`src/rtl/cnt_req_pkg.sv`:
```
// Purpose: shared types and helpers for the counter-cell pulse requester.
// Latency: n/a (types, constants and a constant function only).
// Backpressure: n/a.
package cnt_req_pkg;

    // Per-channel handshake state.
    typedef enum logic [1:0] {
        ST_IDLE = 2'd0,
        ST_REQ  = 2'd1,
        ST_GAP  = 2'd2
    } chan_st_t;

    // Direction of the outstanding request: plus drives CxxP, minus drives CxxM.
    typedef enum logic {
        DIR_P = 1'b0,
        DIR_M = 1'b1
    } dir_t;

    // Gap counter width; it covers the legal gap range 1..7.
    localparam int GAP_CNT_W = 3;

    // Largest backlog magnitude a signed accumulator of acc_w bits may hold.
    // The most negative two's-complement code is never used, so the range is symmetric.
    function automatic int sat_max(input int acc_w);
        return (1 << (acc_w - 1)) - 1;
    endfunction

endpackage

```
`src/rtl/cnt_pulse_requester_if.sv`:
```
// Purpose: pulse inputs, acknowledges and request/status outputs of the requester.
// Latency: n/a (wiring only).
// Backpressure: ack_r is the only return path; requests are held until it arrives.
interface cnt_pulse_requester_if #(
    parameter int NCH = 4
);
    logic [NCH-1:0] pls_up;
    logic [NCH-1:0] pls_dn;
    logic [NCH-1:0] ack_r;
    logic           flush;
    logic           ovf_clr;
    logic [NCH-1:0] req_p;
    logic [NCH-1:0] req_m;
    logic [NCH-1:0] backlog_nz;
    logic [NCH-1:0] ovf;

    // Pulse sources, counter cell and control side.
    modport master (
        output pls_up, pls_dn, ack_r, flush, ovf_clr,
        input  req_p, req_m, backlog_nz, ovf
    );

    // The requester itself.
    modport slave (
        input  pls_up, pls_dn, ack_r, flush, ovf_clr,
        output req_p, req_m, backlog_nz, ovf
    );
endinterface

```
`src/rtl/cnt_req_chan.sv`:
```
// Purpose: one channel: signed pulse backlog, request FSM and post-acknowledge gap timer.
// Latency: a pulse is in the backlog after 1 edge; an idle channel raises the request on the next edge.
// Backpressure: one request at a time, held until ack_r; the backlog saturates and sets ovf.
module cnt_req_chan
    import cnt_req_pkg::*;
#(
    parameter int ACC_W   = 6,
    parameter int GAP_CYC = 1
) (
    input  logic clk,
    input  logic rst,
    input  logic flush_i,
    input  logic ovf_clr_i,
    input  logic pls_up_i,
    input  logic pls_dn_i,
    input  logic ack_r_i,
    output logic req_p_o,
    output logic req_m_o,
    output logic backlog_nz_o,
    output logic ovf_o
);

    localparam int                       MAX_I    = sat_max(ACC_W);
    localparam logic signed [ACC_W:0]    MAX_P    = MAX_I[ACC_W:0];
    localparam logic signed [ACC_W:0]    MAX_N    = -MAX_P;
    localparam logic signed [ACC_W:0]    ONE      = (ACC_W + 1)'(1);
    localparam logic [GAP_CNT_W-1:0]     GAP_LOAD = GAP_CNT_W'(GAP_CYC - 1);

    chan_st_t                 st_q,  st_d;
    dir_t                     dir_q, dir_d;
    logic [GAP_CNT_W-1:0]     gap_q, gap_d;
    logic signed [ACC_W-1:0]  acc_q, acc_d;
    logic                     ovf_q, ovf_d;
    logic                     bnz_q, bnz_d;
    logic                     issue;
    logic signed [ACC_W:0]    acc_sum;
    logic                     sat_hi;
    logic                     sat_lo;

    // State register: FSM, backlog and status flags; rst clears everything.
    always_ff @(posedge clk) begin
        if (rst) begin
            st_q  <= ST_IDLE;
            dir_q <= DIR_P;
            gap_q <= '0;
            acc_q <= '0;
            ovf_q <= 1'b0;
            bnz_q <= 1'b0;
        end else begin
            st_q  <= st_d;
            dir_q <= dir_d;
            gap_q <= gap_d;
            acc_q <= acc_d;
            ovf_q <= ovf_d;
            bnz_q <= bnz_d;
        end
    end

    // Next state: issue from a nonzero backlog, wait for the acknowledge, then sit out the gap.
    always_comb begin
        st_d  = st_q;
        dir_d = dir_q;
        gap_d = gap_q;
        issue = 1'b0;
        case (st_q)
            ST_IDLE: begin
                if (acc_q != '0) begin
                    issue = 1'b1;
                    st_d  = ST_REQ;
                    dir_d = acc_q[ACC_W-1] ? DIR_M : DIR_P;
                end
            end
            ST_REQ: begin
                if (ack_r_i) begin
                    st_d  = ST_GAP;
                    gap_d = GAP_LOAD;
                end
            end
            ST_GAP: begin
                if (gap_q == '0) begin
                    st_d = ST_IDLE;
                end else begin
                    gap_d = gap_q - 1'b1;
                end
            end
            default: st_d = ST_IDLE;
        endcase
        if (flush_i) begin
            st_d  = ST_IDLE;
            dir_d = DIR_P;
            gap_d = '0;
            issue = 1'b0;
        end
    end

    // Backlog update: pulses and the issued unit combine in one sum; the result is clamped symmetrically.
    always_comb begin
        acc_sum = {acc_q[ACC_W-1], acc_q};
        if (pls_up_i) acc_sum = acc_sum + ONE;
        if (pls_dn_i) acc_sum = acc_sum - ONE;
        if (issue) acc_sum = (dir_d == DIR_P) ? (acc_sum - ONE) : (acc_sum + ONE);
        sat_hi = (acc_sum > MAX_P);
        sat_lo = (acc_sum < MAX_N);
        if (sat_hi) begin
            acc_d = MAX_P[ACC_W-1:0];
        end else if (sat_lo) begin
            acc_d = MAX_N[ACC_W-1:0];
        end else begin
            acc_d = acc_sum[ACC_W-1:0];
        end
        // A new saturation beats a clear arriving in the same cycle.
        ovf_d = (ovf_q & ~ovf_clr_i) | sat_hi | sat_lo;
        if (flush_i) begin
            acc_d = '0;
            ovf_d = ovf_q & ~ovf_clr_i;
        end
        bnz_d = (acc_d != '0) || (st_d == ST_REQ);
    end

    // Outputs: request levels come straight from the registered state, so they cannot both be high.
    always_comb begin
        req_p_o      = (st_q == ST_REQ) && (dir_q == DIR_P);
        req_m_o      = (st_q == ST_REQ) && (dir_q == DIR_M);
        backlog_nz_o = bnz_q;
        ovf_o        = ovf_q;
    end

endmodule

```
`src/rtl/cnt_pulse_requester.sv`:
```
// Purpose: NCH independent counter-cell increment requesters fed by signed pulse trains.
// Latency: a pulse reaches the backlog in 1 edge; from idle, the request rises 1 edge after that.
// Backpressure: each channel holds its request until ack_r; the backlog saturates with a sticky ovf.
module cnt_pulse_requester
    import cnt_req_pkg::*;
#(
    parameter int NCH     = 4,
    parameter int ACC_W   = 6,
    parameter int GAP_CYC = 1
) (
    input  logic                  clk,
    input  logic                  rst,
    cnt_pulse_requester_if.slave  bus
);

    // Channels are fully independent; flush and ovf_clr fan out to every copy.
    for (genvar i = 0; i < NCH; i++) begin : g_chan
        cnt_req_chan #(
            .ACC_W   (ACC_W),
            .GAP_CYC (GAP_CYC)
        ) u_chan (
            .clk          (clk),
            .rst          (rst),
            .flush_i      (bus.flush),
            .ovf_clr_i    (bus.ovf_clr),
            .pls_up_i     (bus.pls_up[i]),
            .pls_dn_i     (bus.pls_dn[i]),
            .ack_r_i      (bus.ack_r[i]),
            .req_p_o      (bus.req_p[i]),
            .req_m_o      (bus.req_m[i]),
            .backlog_nz_o (bus.backlog_nz[i]),
            .ovf_o        (bus.ovf[i])
        );
    end

endmodule

```
`src/flat_wrapper.sv`:
```
// flat-port wrapper written by rule: the top's interface ports become plain ports
module cnt_pulse_requester_flat import cnt_req_pkg::*;
#(
    parameter int NCH     = 4,
    parameter int ACC_W   = 6,
    parameter int GAP_CYC = 1
)
  (clk, rst, bus_pls_up, bus_pls_dn, bus_ack_r, bus_flush, bus_ovf_clr, bus_req_p, bus_req_m, bus_backlog_nz, bus_ovf);
  cnt_pulse_requester_if #(.NCH(NCH)) bus_i ();
  input  logic clk;
  input  logic rst;
  input wire logic [$bits(bus_i.pls_up)-1:0] bus_pls_up;
  input wire logic [$bits(bus_i.pls_dn)-1:0] bus_pls_dn;
  input wire logic [$bits(bus_i.ack_r)-1:0] bus_ack_r;
  input wire logic [$bits(bus_i.flush)-1:0] bus_flush;
  input wire logic [$bits(bus_i.ovf_clr)-1:0] bus_ovf_clr;
  output wire logic [$bits(bus_i.req_p)-1:0] bus_req_p;
  output wire logic [$bits(bus_i.req_m)-1:0] bus_req_m;
  output wire logic [$bits(bus_i.backlog_nz)-1:0] bus_backlog_nz;
  output wire logic [$bits(bus_i.ovf)-1:0] bus_ovf;
  assign bus_i.pls_up = bus_pls_up;
  assign bus_i.pls_dn = bus_pls_dn;
  assign bus_i.ack_r = bus_ack_r;
  assign bus_i.flush = bus_flush;
  assign bus_i.ovf_clr = bus_ovf_clr;
  assign bus_req_p = bus_i.req_p;
  assign bus_req_m = bus_i.req_m;
  assign bus_backlog_nz = bus_i.backlog_nz;
  assign bus_ovf = bus_i.ovf;
  cnt_pulse_requester #(.NCH(NCH), .ACC_W(ACC_W), .GAP_CYC(GAP_CYC)) u_core (.clk(clk), .rst(rst), .bus(bus_i));
endmodule
```
`config.mk`:
```
export PLATFORM = sky130hd
export DESIGN_NAME = cnt_pulse_requester_flat
export DESIGN_NICKNAME = d
export VERILOG_FILES = /design/src/rtl/cnt_req_pkg.sv /design/src/rtl/cnt_pulse_requester_if.sv /design/src/rtl/cnt_req_chan.sv /design/src/rtl/cnt_pulse_requester.sv /design/src/flat_wrapper.sv
export SDC_FILE = /design/constraint.sdc
export NUM_CORES = 1
export LEC_CHECK = 0
export CAP_MARGIN = 15
export CORE_ASPECT_RATIO = 1.5
export CORE_MARGIN = 1
export CORE_UTILIZATION = 55
export CTS_CLUSTER_SIZE = 16
export DETAILED_ROUTE_END_ITERATION = 16
export DONT_BUFFER_PORTS = 1
export GPL_ROUTABILITY_DRIVEN = 0
export GPL_TIMING_DRIVEN = 0
export HOLD_SLACK_MARGIN = 0.08
export PLACE_DENSITY_LB_ADDON = 0.05
export SLEW_MARGIN = 20
export SYNTH_ARGS = -nofsm -noshare
export SYNTH_HDL_FRONTEND = slang
export SYNTH_SLANG_ARGS = --single-unit
```
`constraint.sdc`:
```
create_clock -name clk -period 3.5 [get_ports clk]
set_input_delay 0.525 -clock clk [delete_from_list [all_inputs] [get_ports clk]]
set_output_delay 0.525 -clock clk [all_outputs]
set_load 0.01 [all_outputs]
```
==> results.py, run 1 <==
metrics = {
    "outcome": {
        "outcome": "finished with violations",
        "failed_checks": "negative setup slack",
    },
    "logic_synthesis": {
        "ys_warn_count": 0,
        "syn_inst": 655,
        "synth.most_common_cell": "nor2_1",
        "syn-cell-area_sq_um": 5310,
        "synth_area_leaders": "dfxtp_1, ha_1, xnor2_1",
        "synth_seq_cells": 56,
        "synth_common_cells": "nor2_1, dfxtp_1, nand2_1",
        "synth_area_per_cell_sq_um": 8.11,
        "syn-num-nets": 715,
        "synth-seq-area-share_pct": 21.1,
        "async_reset_ff_share_pct": 0,
        "ys_types": 83,
        "yosysTopAreaCellShare_pct": 21.1,
        "synthFlopType": "dfxtp_1",
        "synth_top_area_cell": "dfxtp_1",
        "synth_edf_count": 0,
    },
    "timing": {
        "setup_tns_ns": -0.291,
        "drv_slew": 0,
        "period_share_pct": 102,
        "maxSlewHeadroom_pct": 53.1,
        "min_period_ns": 3.58,
        "rsz0062_at_grt": "true",
        "worst_slew_pin_slew_ns": 0.704,
        "fin_ws_ns": -0.0805,
        "final.setup_skew_ns": 0.0108,
        "max_freq_mhz": 279,
        "hold_viol": 0,
        "setup-violations-final": 6,
    },
    "drt": {
        "drt_iter0_markers": 197,
        "ant_nets": 0,
        "num_vias": 5058,
        "totalWireLength_microns": 14200,
        "wl_per_cell_microns": 17.0,
        "drcViolationCount": 0,
        "detailedRoute.firstPassIterationCount": 4,
        "vias_per_cell": 6.05,
    },
    "power": {
        "clkPwrFrac_pct": 7.6,
        "p_leak_nw": 2.77,
        "switching_share_pct": 46.4,
        "power_frac_comb_pct": 80.4,
        "peakVddDrop_mv": 0.813,
        "p_sw_mw": 3.61,
        "p_int_mw": 4.17,
        "p_seq_share_pct": 12.0,
        "power_density_nw_per_um2": 1140,
    },
    "worst_setup_path": {
        "worst_path_max_delay_cell": "or4b_4",
        "worstPathCellList": "inv_2 > ha_4 > or4b_4 > nand2_2 > a22oi_2 > or2_4 > fa_2 > a211oi_2 > o21bai_1 > a21oi_2 > mux2i_4 > xor2_2 > buf_4 > o22ai_2 > and3_1",
        "cp_max_fo": 4,
        "cp-startpoint": "u_core.g_chan[1].u_chan.acc_q[0]",
        "required_ns": 3.69,
        "crit_path_end_kind": "flip-flop",
        "worstReg2RegStart": "u_core.g_chan[1].u_chan.acc_q[0]",
        "r2r_slack_ns": -0.08,
        "path_buf_inv": 2,
        "critPathLaunchType": "flip-flop",
        "worstPathArrival_ns": 3.77,
        "cp_slowest_stage_delay_ns": 0.47,
        "critPathTopFamily": "simple AND/OR/NAND/NOR gates",
        "crit_type": "flip-flop to flip-flop",
    },
    "final_layout": {
        "drive_above_1_share_pct": 32.7,
        "num_antenna_cells": 0,
        "stdcell_area_sq_um": 6800,
        "area_growth_pct": 28.0,
        "nets": 783,
        "fillCellCount": 688,
    },
    "clock_tree": {
        "htreeDepth": 2,
        "numCtsBuffers": 5,
        "root_buffer": "clkbuf_16",
        "clk_pin_slew_ns": 0.08,
        "cts_sinks": 56,
        "cts_tree": "built",
        "cts.hold.buffers_added": 0,
        "cts_buffer_depth": 2,
        "clk_latency_ns": 0.30,
    },
    "global_route": {
        "grt_max_degree": 19,
        "grt_pass1_vias": 5034,
        "gr-usage-all-layers_pct": 28.5,
        "grt_pass1_wl_microns": 22400,
        "antenna_found_initial": 0,
        "grt-ovfl-total": 0,
    },
    "die": {
        "dieWidth_microns": 82.2,
        "die_h_microns": 122,
        "die_area_sq_um": 10100,
        "io_pins": 32,
        "start_util_pct": 57.0,
        "fp.coreArea_sq_um": 9310,
        "rows": 43,
    },
    "run": {
        "maxCapViolCount": 0,
    },
    "placement": {
        "pre_cts_slack_ns": -0.537,
        "portBuffers": 0,
        "dp_hpwl_microns": 9730,
        "place_area_sq_um": 5520,
    },
    "min_path": {
        "min_from": "rst",
        "hp-class": "primary input to flip-flop",
    },
}
[worst register-to-register path, stage by stage (launching register included)]
cell      delay, ns
dfxtp_4        0.35
inv_2          0.06
ha_4           0.12
or4b_4         0.47
nand2_2        0.10
a22oi_2        0.06
or2_4          0.29
fa_2           0.41
a211oi_2       0.25
o21bai_1       0.13
a21oi_2        0.25
mux2i_4        0.34
xor2_2         0.22
buf_4          0.16
o22ai_2        0.07
and3_1         0.20
[worst paths after layout]
kind | to | depth (start not counted)
worst max-delay path | u_core.g_chan[1].u_chan.acc_q[3] | 15
worst min-delay path | u_core.g_chan[3].u_chan.st_q[0] | 1
worst max register to register | u_core.g_chan[1].u_chan.acc_q[3] | 15
worst min register to register | u_core.g_chan[2].u_chan.gap_q[1] | 2
[power by group through the flow]
stage,combinational (mW),sequential (mW),clock (mW)
3_3_place_gp,4.17,0.921,0
4_1_cts,5.44,0.917,0.597
3_5_place_dp,4.30,0.924,0
5_1_grt,6.76,0.956,0.620
2_1_floorplan,3.54,0.885,0
6_report,6.25,0.937,0.591
[cell usage in the layout, fill, tap and decap left out, types with 6 or more instances in the layout]
master,n
clkbuf_1,8
xor2_1,13
nand4_1,8
xnor2_1,28
and3_1,8
ha_2,6
o21ai_1,6
dfxtp_1,47
nand2b_1,10
buf_6,6
o21ai_2,7
nor3_1,17
ha_1,26
and2_1,13
nand2_2,6
mux2i_4,6
nand2_1,44
nor2b_1,7
nand3b_1,7
nand3_1,9
or3_1,9
a21o_1,10
mux2i_1,11
a31oi_1,7
buf_2,10
o21ai_0,10
a21oi_1,31
buf_4,76
inv_1,21
a21oi_2,7
inv_4,6
nor2_1,63
or2_4,7
ha_4,8
a221oi_2,6
xnor2_2,9
[state kept, by name (all words and copies together), names as in the netlist]
register and cells:
u_core.g_chan.u_chan.acc_q 24, u_core.g_chan.u_chan.backlog_nz_o 4, u_core.g_chan.u_chan.dir_q 4, u_core.g_chan.u_chan.gap_q 12, u_core.g_chan.u_chan.ovf_o 4, u_core.g_chan.u_chan.st_q 8
[stage by stage]
step	power (mW)	instances	util, %	hold slack [ns]
after floorplan	4.43	655	-	0.432
after global placement	5.09	767	59.3	0.440
after detailed placement	5.23	767	59.3	0.450
after CTS	6.95	826	68.7	0.276
after global routing	8.33	836	73.0	0.281
final	7.78	836	73.0	0.281
[cell type report]
type | instances | area (sq um) | share of cell area (%)
Tap cell | 112 | 140 | 2.06
Timing Repair Buffer | 63 | 484 | 7.12
Buffer | 39 | 253 | 3.72
Clock inverter | 3 | 46.3 | 0.681
Clock buffer | 5 | 125 | 1.84
Inverter | 31 | 131 | 1.93
Multi-Input combinational cell | 527 | 4470 | 65.8
Sequential cell | 56 | 1140 | 16.8
[layer usage]
metal	vias up	part of all wire, %	track usage, %
li1	2505	-	-
met1	2425	38	29.5
met2	93	56	54.9
met3	35	3.2	3.72
met4	0	3.2	12.1
met5	-	0	0
[timing repair]
item,CTS,global route
setup endpoints to repair,32,29
setup buffers,53,10
resized for setup,83,67
pin swaps,50,61
[cells by family after synthesis]
family          Yosys count  share of synthesized area (%)
buf+inv                  72                           6.67
fa+ha+maj                46                           11.3
mux                      20                           4.03
flops                    56                           21.1
xor+xnor                 59                           11.3
simple gates            241                           23.6
compound gates          161                           22.0
Power figures use the tool's default switching activity.
==> run 2, diff against run 1 <==
--- a/config.mk
+++ b/config.mk
@@ -9,7 +9,6 @@
 export CORE_ASPECT_RATIO = 1.5
 export CORE_MARGIN = 1
 export CORE_UTILIZATION = 55
-export CTS_CLUSTER_SIZE = 16
 export DETAILED_ROUTE_END_ITERATION = 16
 export DONT_BUFFER_PORTS = 1
 export GPL_ROUTABILITY_DRIVEN = 0
==> results of run 2 <==
Final layout, timing and power as in run 1 (identical DEF).
==> run 3, diff against run 2 <==
--- a/config.mk
+++ b/config.mk
@@ -5,7 +5,6 @@
 export SDC_FILE = /design/constraint.sdc
 export NUM_CORES = 1
 export LEC_CHECK = 0
-export CAP_MARGIN = 15
 export CORE_ASPECT_RATIO = 1.5
 export CORE_MARGIN = 1
 export CORE_UTILIZATION = 55
==> constraint.sdc (replaced) <==
create_clock -name clk -period 4.5 [get_ports clk]
set_input_delay 0.675 -clock clk [delete_from_list [all_inputs] [get_ports clk]]
set_output_delay 0.675 -clock clk [all_outputs]
set_load 0.01 [all_outputs]
==> run 3 against run 2 <==
The run now ends clean. Worst hold slack improved by 0.16 ns. Non-clock buffer count fell by 60. Sequential cell count did not move. Routed wire length fell by 14%. Combinational power fell by 47%. Sequential power fell by 24%. Clock skew fell by 0.0047 ns. Utilization fell by 12 points. Clock power fell by 20%. Critical path depth rose by 3. Critical path type unchanged. Highest routed layer unchanged.
==> results.py, run 3 (synthesis gave the netlist of run 1 again) <==
metrics = {
    "final_layout": {
        "stdcell_area_sq_um": 5650,
        "fin_cells": 776,
        "final_common_cell": "nor2_1",
        "top_register": "u_core.g_chan.u_chan.acc_q",
        "nets": 723,
        "multi_input_area_sq_um": 3840,
        "num_antenna_cells": 0,
        "reg_top3": "u_core.g_chan.u_chan.acc_q (24), u_core.g_chan.u_chan.gap_q (12), u_core.g_chan.u_chan.st_q (8)",
        "regArea_sq_um": 1120,
        "final_cell_mix": "nor2_1, dfxtp_1, nand2_1",
        "area_growth_pct": 6.46,
        "fillCellCount": 841,
        "drive_above_1_share_pct": 9.64,
        "largest_reg_flops": 24,
    },
    "clock_tree": {
        "clk_latency_ns": 0.30,
        "cts_sinks": 56,
        "cts_buffer_depth": 2,
        "numCtsBuffers": 5,
        "cts_tree": "built",
        "htreeDepth": 2,
        "root_buffer": "clkbuf_16",
        "cts.hold.buffers_added": 0,
        "clk_pin_slew_ns": 0.07,
    },
    "worst_setup_path": {
        "critPathLaunchType": "flip-flop",
        "worst_path_max_delay_cell": "o41ai_1",
        "worst_r2r_path_depth": 18,
        "r2r_slack_ns": 0.33,
        "cp_max_fo": 7,
        "critPathTopFamily": "compound AO/OA/AOI/OAI gates",
        "worstPathCellList": "clkbuf_1 > inv_1 > ha_1 > nand2_1 > o21ai_0 > inv_1 > ha_1 > nand2_1 > o41ai_1 > xor2_1 > ha_1 > o21ai_0 > o21bai_1 > a21oi_1 > mux2i_1 > xor2_1 > o21ai_1 > a31oi_1",
        "worstPathArrival_ns": 4.38,
        "cp_slowest_stage_delay_ns": 0.36,
        "r2r_end": "u_core.g_chan[1].u_chan.acc_q[0]",
        "crit_type": "flip-flop to flip-flop",
        "worstReg2RegStart": "u_core.g_chan[1].u_chan.acc_q[0]",
        "required_ns": 4.71,
        "crit_path_end_kind": "flip-flop",
        "crit_path_frequent_cell": "ha_1",
        "path_buf_inv": 3,
    },
    "min_path": {
        "min_from": "rst",
        "min_path_cells": 1,
        "hp-class": "primary input to flip-flop",
        "min_to": "u_core.g_chan[3].u_chan.st_q[0]",
    },
    "drt": {
        "num_vias": 4705,
        "detailedRoute.firstPassIterationCount": 6,
        "vias_per_cell": 6.06,
        "drt_iter0_markers": 144,
        "drcViolationCount": 0,
        "ant_nets": 0,
        "wl_per_cell_microns": 15.7,
        "totalWireLength_microns": 12200,
    },
    "die": {
        "die_area_sq_um": 10100,
        "rows": 43,
        "dieWidth_microns": 82.2,
        "start_util_pct": 57.0,
        "die_h_microns": 122,
        "io_pins": 32,
        "fp.coreArea_sq_um": 9310,
    },
    "timing": {
        "setup-violations-final": 0,
        "whs_ns": 0.444,
        "max_freq_mhz": 240,
        "maxSlewHeadroom_pct": 61.7,
        "fin_ws_ns": 0.326,
        "hold_viol": 0,
        "min_period_ns": 4.17,
        "worst_slew_pin_slew_ns": 0.570,
        "final.setup_skew_ns": 0.00619,
        "rsz0062_at_grt": "false",
        "drv_slew": 0,
        "setup_tns_ns": 0,
        "period_share_pct": 92.8,
    },
    "power": {
        "power_density_nw_per_um2": 797,
        "p_leak_nw": 2.34,
        "peakVddDrop_mv": 0.565,
    },
    "placement": {
        "place_area_sq_um": 5450,
        "dp_hpwl_microns": 9620,
        "pre_cts_slack_ns": 0.310,
        "portBuffers": 0,
        "dp_cells": 767,
    },
    "global_route": {
        "grt_max_degree": 17,
        "antenna_found_initial": 0,
        "grt-ovfl-total": 0,
        "grt_pass1_wl_microns": 20000,
        "gr-usage-all-layers_pct": 25.3,
        "grt_pass1_vias": 4494,
    },
    "outcome": {
        "outcome": "completed",
    },
    "run": {
        "maxCapViolCount": 0,
    },
}
## run 3: cell count changes in the layout (fill, tap and decap cells not counted), moves of 8 or more
cell     before  now
buf_4        76   17
ha_4          8    0
xnor2_1      28   36
ha_1         26   40
inv_1        21   30
dfxtp_1      47   56
## run 3: area by class of cell
class                   count  share of cell area, %
clock inverters             1                  0.531
inverters                  31                   2.06
repair buffers              1                  0.133
well taps                 112                   2.48
plain buffers              41                   4.23
clock buffers               7                   2.70
multi-input cells         527                   68.0
flip-flops and latches     56                   19.8
## run 3: what timing repair did
action / 4_1_cts / 5_1_grt
setup endpoints to repair: 0 / 10
gates resized for setup: 0 / 5
setup buffers: 0 / 1
## run 3: layer usage
metal	up-vias	part of all wire, %	global-route usage [%]	wire (microns)
met3	34	1.8	2.23	215
met4	0	3.6	11.7	437
met2	71	53	46.7	6390
met1	2222	42	28.4	5110
met5	-	0	0	0
li1	2378	-	-	-
## run 3: how the worst max path moves through the flow
stage / to / cells after the start / from / slack (ns)
finish: u_core.g_chan[1].u_chan.acc_q[0] / 18 / u_core.g_chan[1].u_chan.acc_q[0] / 0.33
global route: u_core.g_chan[0].u_chan.acc_q[1] / 15 / u_core.g_chan[0].u_chan.acc_q[0] / 0.007
CTS: u_core.g_chan[1].u_chan.acc_q[0] / 17 / u_core.g_chan[1].u_chan.acc_q[0] / 0.30
detailed placement: u_core.g_chan[1].u_chan.acc_q[0] / 17 / u_core.g_chan[1].u_chan.acc_q[0] / 0.31
global placement: u_core.g_chan[1].u_chan.acc_q[0] / 18 / u_core.g_chan[1].u_chan.acc_q[0] / 0.37
floorplan: u_core.g_chan[1].u_chan.ovf_o / 15 / u_core.g_chan[1].u_chan.acc_q[0] / 0.76
## run 3: worst register-to-register path, delay by kind of cell, from the launching register on
kind            cells  cell delay [ns]
mux                 1             0.31
xor+xnor            2             0.69
simple gates        2             0.17
compound gates      7             1.32
buf+inv             3             0.42
flops               1             0.34
fa+ha+maj           3             0.83
## run 3: report_power, final
part           internal (mW)  switching (mW)  leakage [nW]  total [mW]
registers              0.603           0.109         0.457       0.712
clock network          0.294           0.182        0.0901       0.475
logic                   1.43            1.89          1.80        3.32
## run 3: stage by stage
step                      utilization, %  total power, mW
after floorplan                        -             3.35
after global placement              58.5             3.86
after detailed placement            58.5             3.97
after CTS                           60.5             4.46
after global routing                60.7             4.94
final                               60.7             4.50
